==> config.mk <==
export PLATFORM = sky130hd
export DESIGN_NAME = alu_issue_fifo
export DESIGN_NICKNAME = d
export VERILOG_FILES = /design/src/rtl/alu_issue_fifo.sv
export SDC_FILE = /design/constraint.sdc
export NUM_CORES = 1
export LEC_CHECK = 0
export CORE_MARGIN = 4
export CORE_UTILIZATION = 30
export DETAILED_ROUTE_END_ITERATION = 8
export HOLD_SLACK_MARGIN = 0.03
export PLACE_DENSITY = 0.5
export RECOVER_POWER = 100
export SYNTH_ARGS = -nofsm -noshare
export SYNTH_HDL_FRONTEND = slang
export SYNTH_SLANG_ARGS = --single-unit
==> constraint.sdc <==
create_clock -name clk -period 10.1 [get_ports clk]
set_input_delay 1.01 -clock clk [delete_from_list [all_inputs] [get_ports clk]]
set_output_delay 1.01 -clock clk [all_outputs]
set_load 0.02 [all_outputs]
==> src/rtl/alu_issue_fifo.sv <==
// ============================================================================
// alu_issue_fifo : in-order operand buffer feeding the EX-stage ALU
// Revision 1.0 - initial release
// ============================================================================
`default_nettype none

module alu_issue_fifo #(
  parameter int DEPTH        = 4,
  parameter int ALU_OP_WIDTH = 7
) (
  input  logic                       clk,
  input  logic                       rst,
  input  logic                       flush_i,
  input  logic                       in_valid_i,
  output logic                       in_ready_o,
  input  logic [ALU_OP_WIDTH-1:0]    in_operator_i,
  input  logic [31:0]                in_operand_a_i,
  input  logic [31:0]                in_operand_b_i,
  input  logic [31:0]                in_operand_c_i,
  input  logic [1:0]                 in_vector_mode_i,
  output logic                       enable_o,
  output logic [ALU_OP_WIDTH-1:0]    operator_o,
  output logic [31:0]                operand_a_o,
  output logic [31:0]                operand_b_o,
  output logic [31:0]                operand_c_o,
  output logic [1:0]                 vector_mode_o,
  input  logic                       alu_ready_i,
  input  logic                       ex_ready_i,
  output logic [$clog2(DEPTH):0]     count_o
);

  localparam int c_ptr_w   = $clog2(DEPTH);
  localparam int c_cnt_w   = c_ptr_w + 1;
  localparam int c_entry_w = ALU_OP_WIDTH + 96 + 2;
  localparam logic [c_cnt_w-1:0] c_full = c_cnt_w'(DEPTH);

  logic [c_entry_w-1:0] r_mem [DEPTH];
  logic [c_ptr_w-1:0]   r_wp;
  logic [c_ptr_w-1:0]   r_rp;
  logic [c_cnt_w-1:0]   r_count;

  logic                 w_push;
  logic                 w_pop;
  logic [c_entry_w-1:0] w_in_entry;
  logic [c_entry_w-1:0] w_head;

  // in_ready depends on registered occupancy only; a full buffer never
  // accepts in the same cycle it pops.
  assign in_ready_o = (r_count != c_full);
  assign enable_o   = (r_count != '0);
  assign w_push     = in_valid_i && in_ready_o;
  assign w_pop      = enable_o && alu_ready_i && ex_ready_i;

  assign w_in_entry = {in_operator_i, in_operand_a_i, in_operand_b_i,
                       in_operand_c_i, in_vector_mode_i};
  assign w_head     = enable_o ? r_mem[r_rp] : '0;

  assign {operator_o, operand_a_o, operand_b_o, operand_c_o, vector_mode_o} = w_head;
  assign count_o = r_count;

  always_ff @(posedge clk) begin
    if (rst) begin
      r_wp    <= '0;
      r_rp    <= '0;
      r_count <= '0;
      for (int i = 0; i < DEPTH; i++) begin
        r_mem[i] <= '0;
      end
    end else if (flush_i) begin
      r_wp    <= '0;
      r_rp    <= '0;
      r_count <= '0;
    end else begin
      if (w_push) begin
        r_mem[r_wp] <= w_in_entry;
        r_wp        <= r_wp + c_ptr_w'(1);
      end
      if (w_pop) begin
        r_rp <= r_rp + c_ptr_w'(1);
      end
      case ({w_push, w_pop})
        2'b10:   r_count <= r_count + c_cnt_w'(1);
        2'b01:   r_count <= r_count - c_cnt_w'(1);
        default: r_count <= r_count;
      endcase
    end
  end

endmodule

`default_nettype wire

==> out/qor.log <==
qor: cts.cts_tree done
qor: sta.rsz0062_at_grt no
qor: setup_path.cp_slowest_cell sky130_fd_sc_hd__clkbuf_1
qor: setup_path.cp.buffers_inverters 2
qor: die.io-pin-count 221
qor: cells_and_area.area_delta_synth_final 23.4%
qor: grt.number_of_antenna_violations_at_the_first_check_in_global_routing 8
qor: sta.hold-worst-slack 0.479 ns
qor: place.dp_slack 5.04 ns
qor: setup_path.critical_path_arrival 7.33 ns
qor: synthesis.ys_top_cells_by_area sky130_fd_sc_hd__edfxtp_1 (66%), sky130_fd_sc_hd__and2_1 (16%), sky130_fd_sc_hd__mux4_2 (12%)
qor: die.die_width 261 µm
qor: cells_and_area.instances_no_fill 2,276
qor: synthesis.synthSimpleGateAreaFrac 18.4%
qor: synthesis.synth-adder-area-share 0.169%
qor: cts.postCtsHoldBufs 0
qor: setup_path.required 10.52 ns
qor: setup_path.worst-r2r-setup-slack 4.05 ns
qor: place.post-place-cells 2,187
qor: cts.cts-htree-levels 2
qor: min_path.hold-path-cell-count 2
qor: setup_path.critPathMaxStageDelay 2.98 ns
qor: grt.first_pass_grt_wire_length 74,300 µm
qor: die.initial_utilization 30.4%
qor: cells_and_area.drive_gt1_share 15.3%
qor: sta.finalHoldViolations 0
qor: detailed_routing.routedWlPerCell 22.1 µm
qor: synthesis.synth.yosys.seq_area_share 66.6%
qor: die.die_outline_area 68,100 µm²
qor: outcome.failed_checks max-capacitance violations, max-slew violations
qor: synthesis.yosys.cell_types.count 32
qor: sta.setup_skew 0.0248 ns
qor: synthesis.synth_flop_cell sky130_fd_sc_hd__edfxtp_1
qor: cells_and_area.utilization 37.5%
qor: synthesis.synth.cell_area 19,200 µm²
qor: synthesis.yosys.area_share.xor_xnor 0.137%
qor: place.port_buffers 220
qor: detailed_routing.vias 10,400
qor: cts.clk_root_buffer_cell sky130_fd_sc_hd__clkbuf_16
qor: sta.finalSetupTns 0 ns
qor: cts.post-cts-setup-buffer-count 0
qor: power_and_ir_drop.power.ir.vdd_worst 0.148 mV
qor: grt.gr-total-overflow 0
qor: cts.number_of_gates_resized_after_cts 0
qor: synthesis.synthMostInstantiatedCell sky130_fd_sc_hd__and2_1
qor: sta.fmax 0.145 GHz
qor: detailed_routing.tritonroute_pass_1_iters 4
qor: synthesis.synth_cells 1,186
qor: die.core.rowCount 92
qor: synthesis.synthArstFlopShare 0%
qor: detailed_routing.routed_wirelength 50,300 µm
qor: detailed_routing.drt_iter0_markers 616
qor: cts.clock_sinks 429
qor: detailed_routing.drc 0
qor: sta.maxSlewViolCount 583
qor: setup_path.reg2regPathDepth 4
qor: setup_path.critical_path_class primary input to register
qor: synthesis.synth_top_family_by_area simple AND/OR/NAND/NOR gates
qor: flow_run.cap_violations 11
qor: power_and_ir_drop.fin_total_pwr 4.07 mW
qor: cells_and_area.nNetsFinal 1,505
qor: cts.max-clock-path-buffers 3
qor: synthesis.synth_compound_area_share 0.261%
qor: synthesis.netlist_top_cells_count sky130_fd_sc_hd__and2_1 (489), sky130_fd_sc_hd__edfxtp_1 (420), sky130_fd_sc_hd__mux4_2 (105)
qor: power_and_ir_drop.power-per-cell-area 172 nW/µm²
qor: sta.relSlewSlack -170%
qor: place.placedInstanceArea 22,300 µm²
qor: setup_path.end_kind register
qor: setup_path.worstPathCellList dlygate4sd3_1 -> or3b_1 -> nor2_1 -> clkbuf_1 -> and2_1
qor: synthesis.synth-edff-count 420
qor: sta.max_slew.worst_pin.slew 4.06 ns
qor: min_path.hold_path_startpoint r_rp[1]
qor: grt.grt_start_max_net_pins 106
qor: outcome.run_status finished with violations
qor: die.dieHeight 261 µm
qor: synthesis.synth_nets 1,299
qor: sta.min_setup_slack_post_route 3.19 ns
qor: synthesis.synthDominantAreaCellType sky130_fd_sc_hd__edfxtp_1
qor: cts.clkTransAtPathRegs 0.06 ns
qor: setup_path.cpLargestDelayFamily buffers and inverters
qor: cts.cts_made_buffers 49
qor: setup_path.r2r-start count_o[0]
qor: synthesis.yosys_warnings 0
qor: power_and_ir_drop.p_leak 8.16 nW
qor: sta.final_min_period 6.91 ns
qor: min_path.min-delay-path-class register to register
qor: synthesis.synth.area.mux_share 12.4%
qor: sta.timing.final.crit_share 68.5%
qor: cells_and_area.design_area 23,700 µm²
qor: synthesis.synth.ff_latch_count 429
qor: grt.gr_usage_total 14.7%
qor: setup_path.critical_path.reg2reg.endpoint r_mem[3][63]
qor: place.hpwl 28,200 µm
qor: detailed_routing.final_antenna_net_count 0
qor: synthesis.yosysTopAreaCellShare 65.7%
qor: detailed_routing.viasPerCell 4.55
qor: place.place_congestion 0.705
qor: die.core_region_area 63,200 µm²
qor: setup_path.worst_setup_path_start_kind primary input
qor: sta.setup_viol_count_final 0
qor: cts.clk-insertion-delay-late 0.59 ns
qor: setup_path.critical_path.max_fanout 76
qor: grt.number_of_global_route_vias_before_repair 11,200
qor: synthesis.syn-mean-instance-area 16.2 µm²
-- flip-flops by register name, indices dropped and copies added, names as in the netlist, named ones only --
register	flops
r_wp	2
r_rp	2
r_mem	420
count_o	3
-- worst max path at each step --
stage / from / endpoint / slack, ns / cells past startpoint
CTS: register / operand_c_o[2] / 5.02 / 4
detailed placement: rst / r_mem[1][40] / 5.04 / 6
floorplan: in_valid_i / r_mem[3][0] / 0.58 / 2
global route: rst / r_mem[3][27] / 2.57 / 5
finish: rst / r_mem[3][63] / 3.19 / 5
global placement: rst / r_mem[2][18] / 5.07 / 6
-- cells by family after synthesis --
group           count (synthesis)
simple gates                  551
flops                         429
mux                           106
buf+inv                        87
compound gates                  8
xor+xnor                        3
fa+ha+maj                       2
-- layer usage --
layer,up-vias,global-route usage [%],part of all wire [%]
li1,4720,-,-
met4,12,3.41,1.7
met1,5327,20.6,46
met5,-,0,0.16
met3,70,3.13,5.1
met2,223,23.6,47
-- final cells by class --
type,instances,area [µm²]
fill,5959,39500
sequential,429,12800
multi-input combinational,670,5990
timing repair buffer,236,2300
clock buffer,62,1320
tap,846,1060
clock inverter,25,218
inverter,6,22.5
antenna,2,5.00
-- layout by cell type (no fill, tap or decap), types with 2 or more instances in the layout --
cell type | synthesis | layout
sky130_fd_sc_hd__nor2_1 | 6 | 7
sky130_fd_sc_hd__clkinv_1 | 0 | 11
sky130_fd_sc_hd__edfxtp_1 | 420 | 420
sky130_fd_sc_hd__or2_4 | 0 | 3
sky130_fd_sc_hd__dfxtp_1 | 9 | 8
sky130_fd_sc_hd__and2_1 | 489 | 249
sky130_fd_sc_hd__bufinv_16 | 0 | 4
sky130_fd_sc_hd__dlygate4sd3_1 | 0 | 62
sky130_fd_sc_hd__and2_0 | 0 | 240
sky130_fd_sc_hd__or3_1 | 4 | 4
sky130_fd_sc_hd__clkbuf_1 | 52 | 20
sky130_fd_sc_hd__clkbuf_16 | 0 | 51
sky130_fd_sc_hd__clkinv_2 | 0 | 8
sky130_fd_sc_hd__and2_2 | 36 | 36
sky130_fd_sc_hd__nor4_4 | 2 | 2
sky130_fd_sc_hd__a21oi_1 | 3 | 3
sky130_fd_sc_hd__diode_2 | 0 | 2
sky130_fd_sc_hd__clkdlybuf4s50_1 | 0 | 158
sky130_fd_sc_hd__mux4_2 | 105 | 105
sky130_fd_sc_hd__o21ai_0 | 2 | 2
sky130_fd_sc_hd__nand2_1 | 5 | 5
sky130_fd_sc_hd__inv_1 | 6 | 6
sky130_fd_sc_hd__buf_4 | 2 | 6
sky130_fd_sc_hd__xor2_1 | 2 | 2
-- worst reg2reg max path, cell delays in order, from the launching register on --
cell	delay [ns]
sky130_fd_sc_hd__dfxtp_1	0.44
sky130_fd_sc_hd__nor3b_1	0.22
sky130_fd_sc_hd__nor2_1	1.87
sky130_fd_sc_hd__clkbuf_1	2.99
sky130_fd_sc_hd__and2_1	0.40
-- power by group --
group | internal, mW | leakage [nW] | total [mW] | switching, mW
combinational | 0.123 | 3.07 | 0.277 | 0.154
sequential | 2.04 | 4.34 | 2.07 | 0.0223
clock | 1.02 | 0.751 | 1.72 | 0.707
Power figures use the tool's default switching activity.
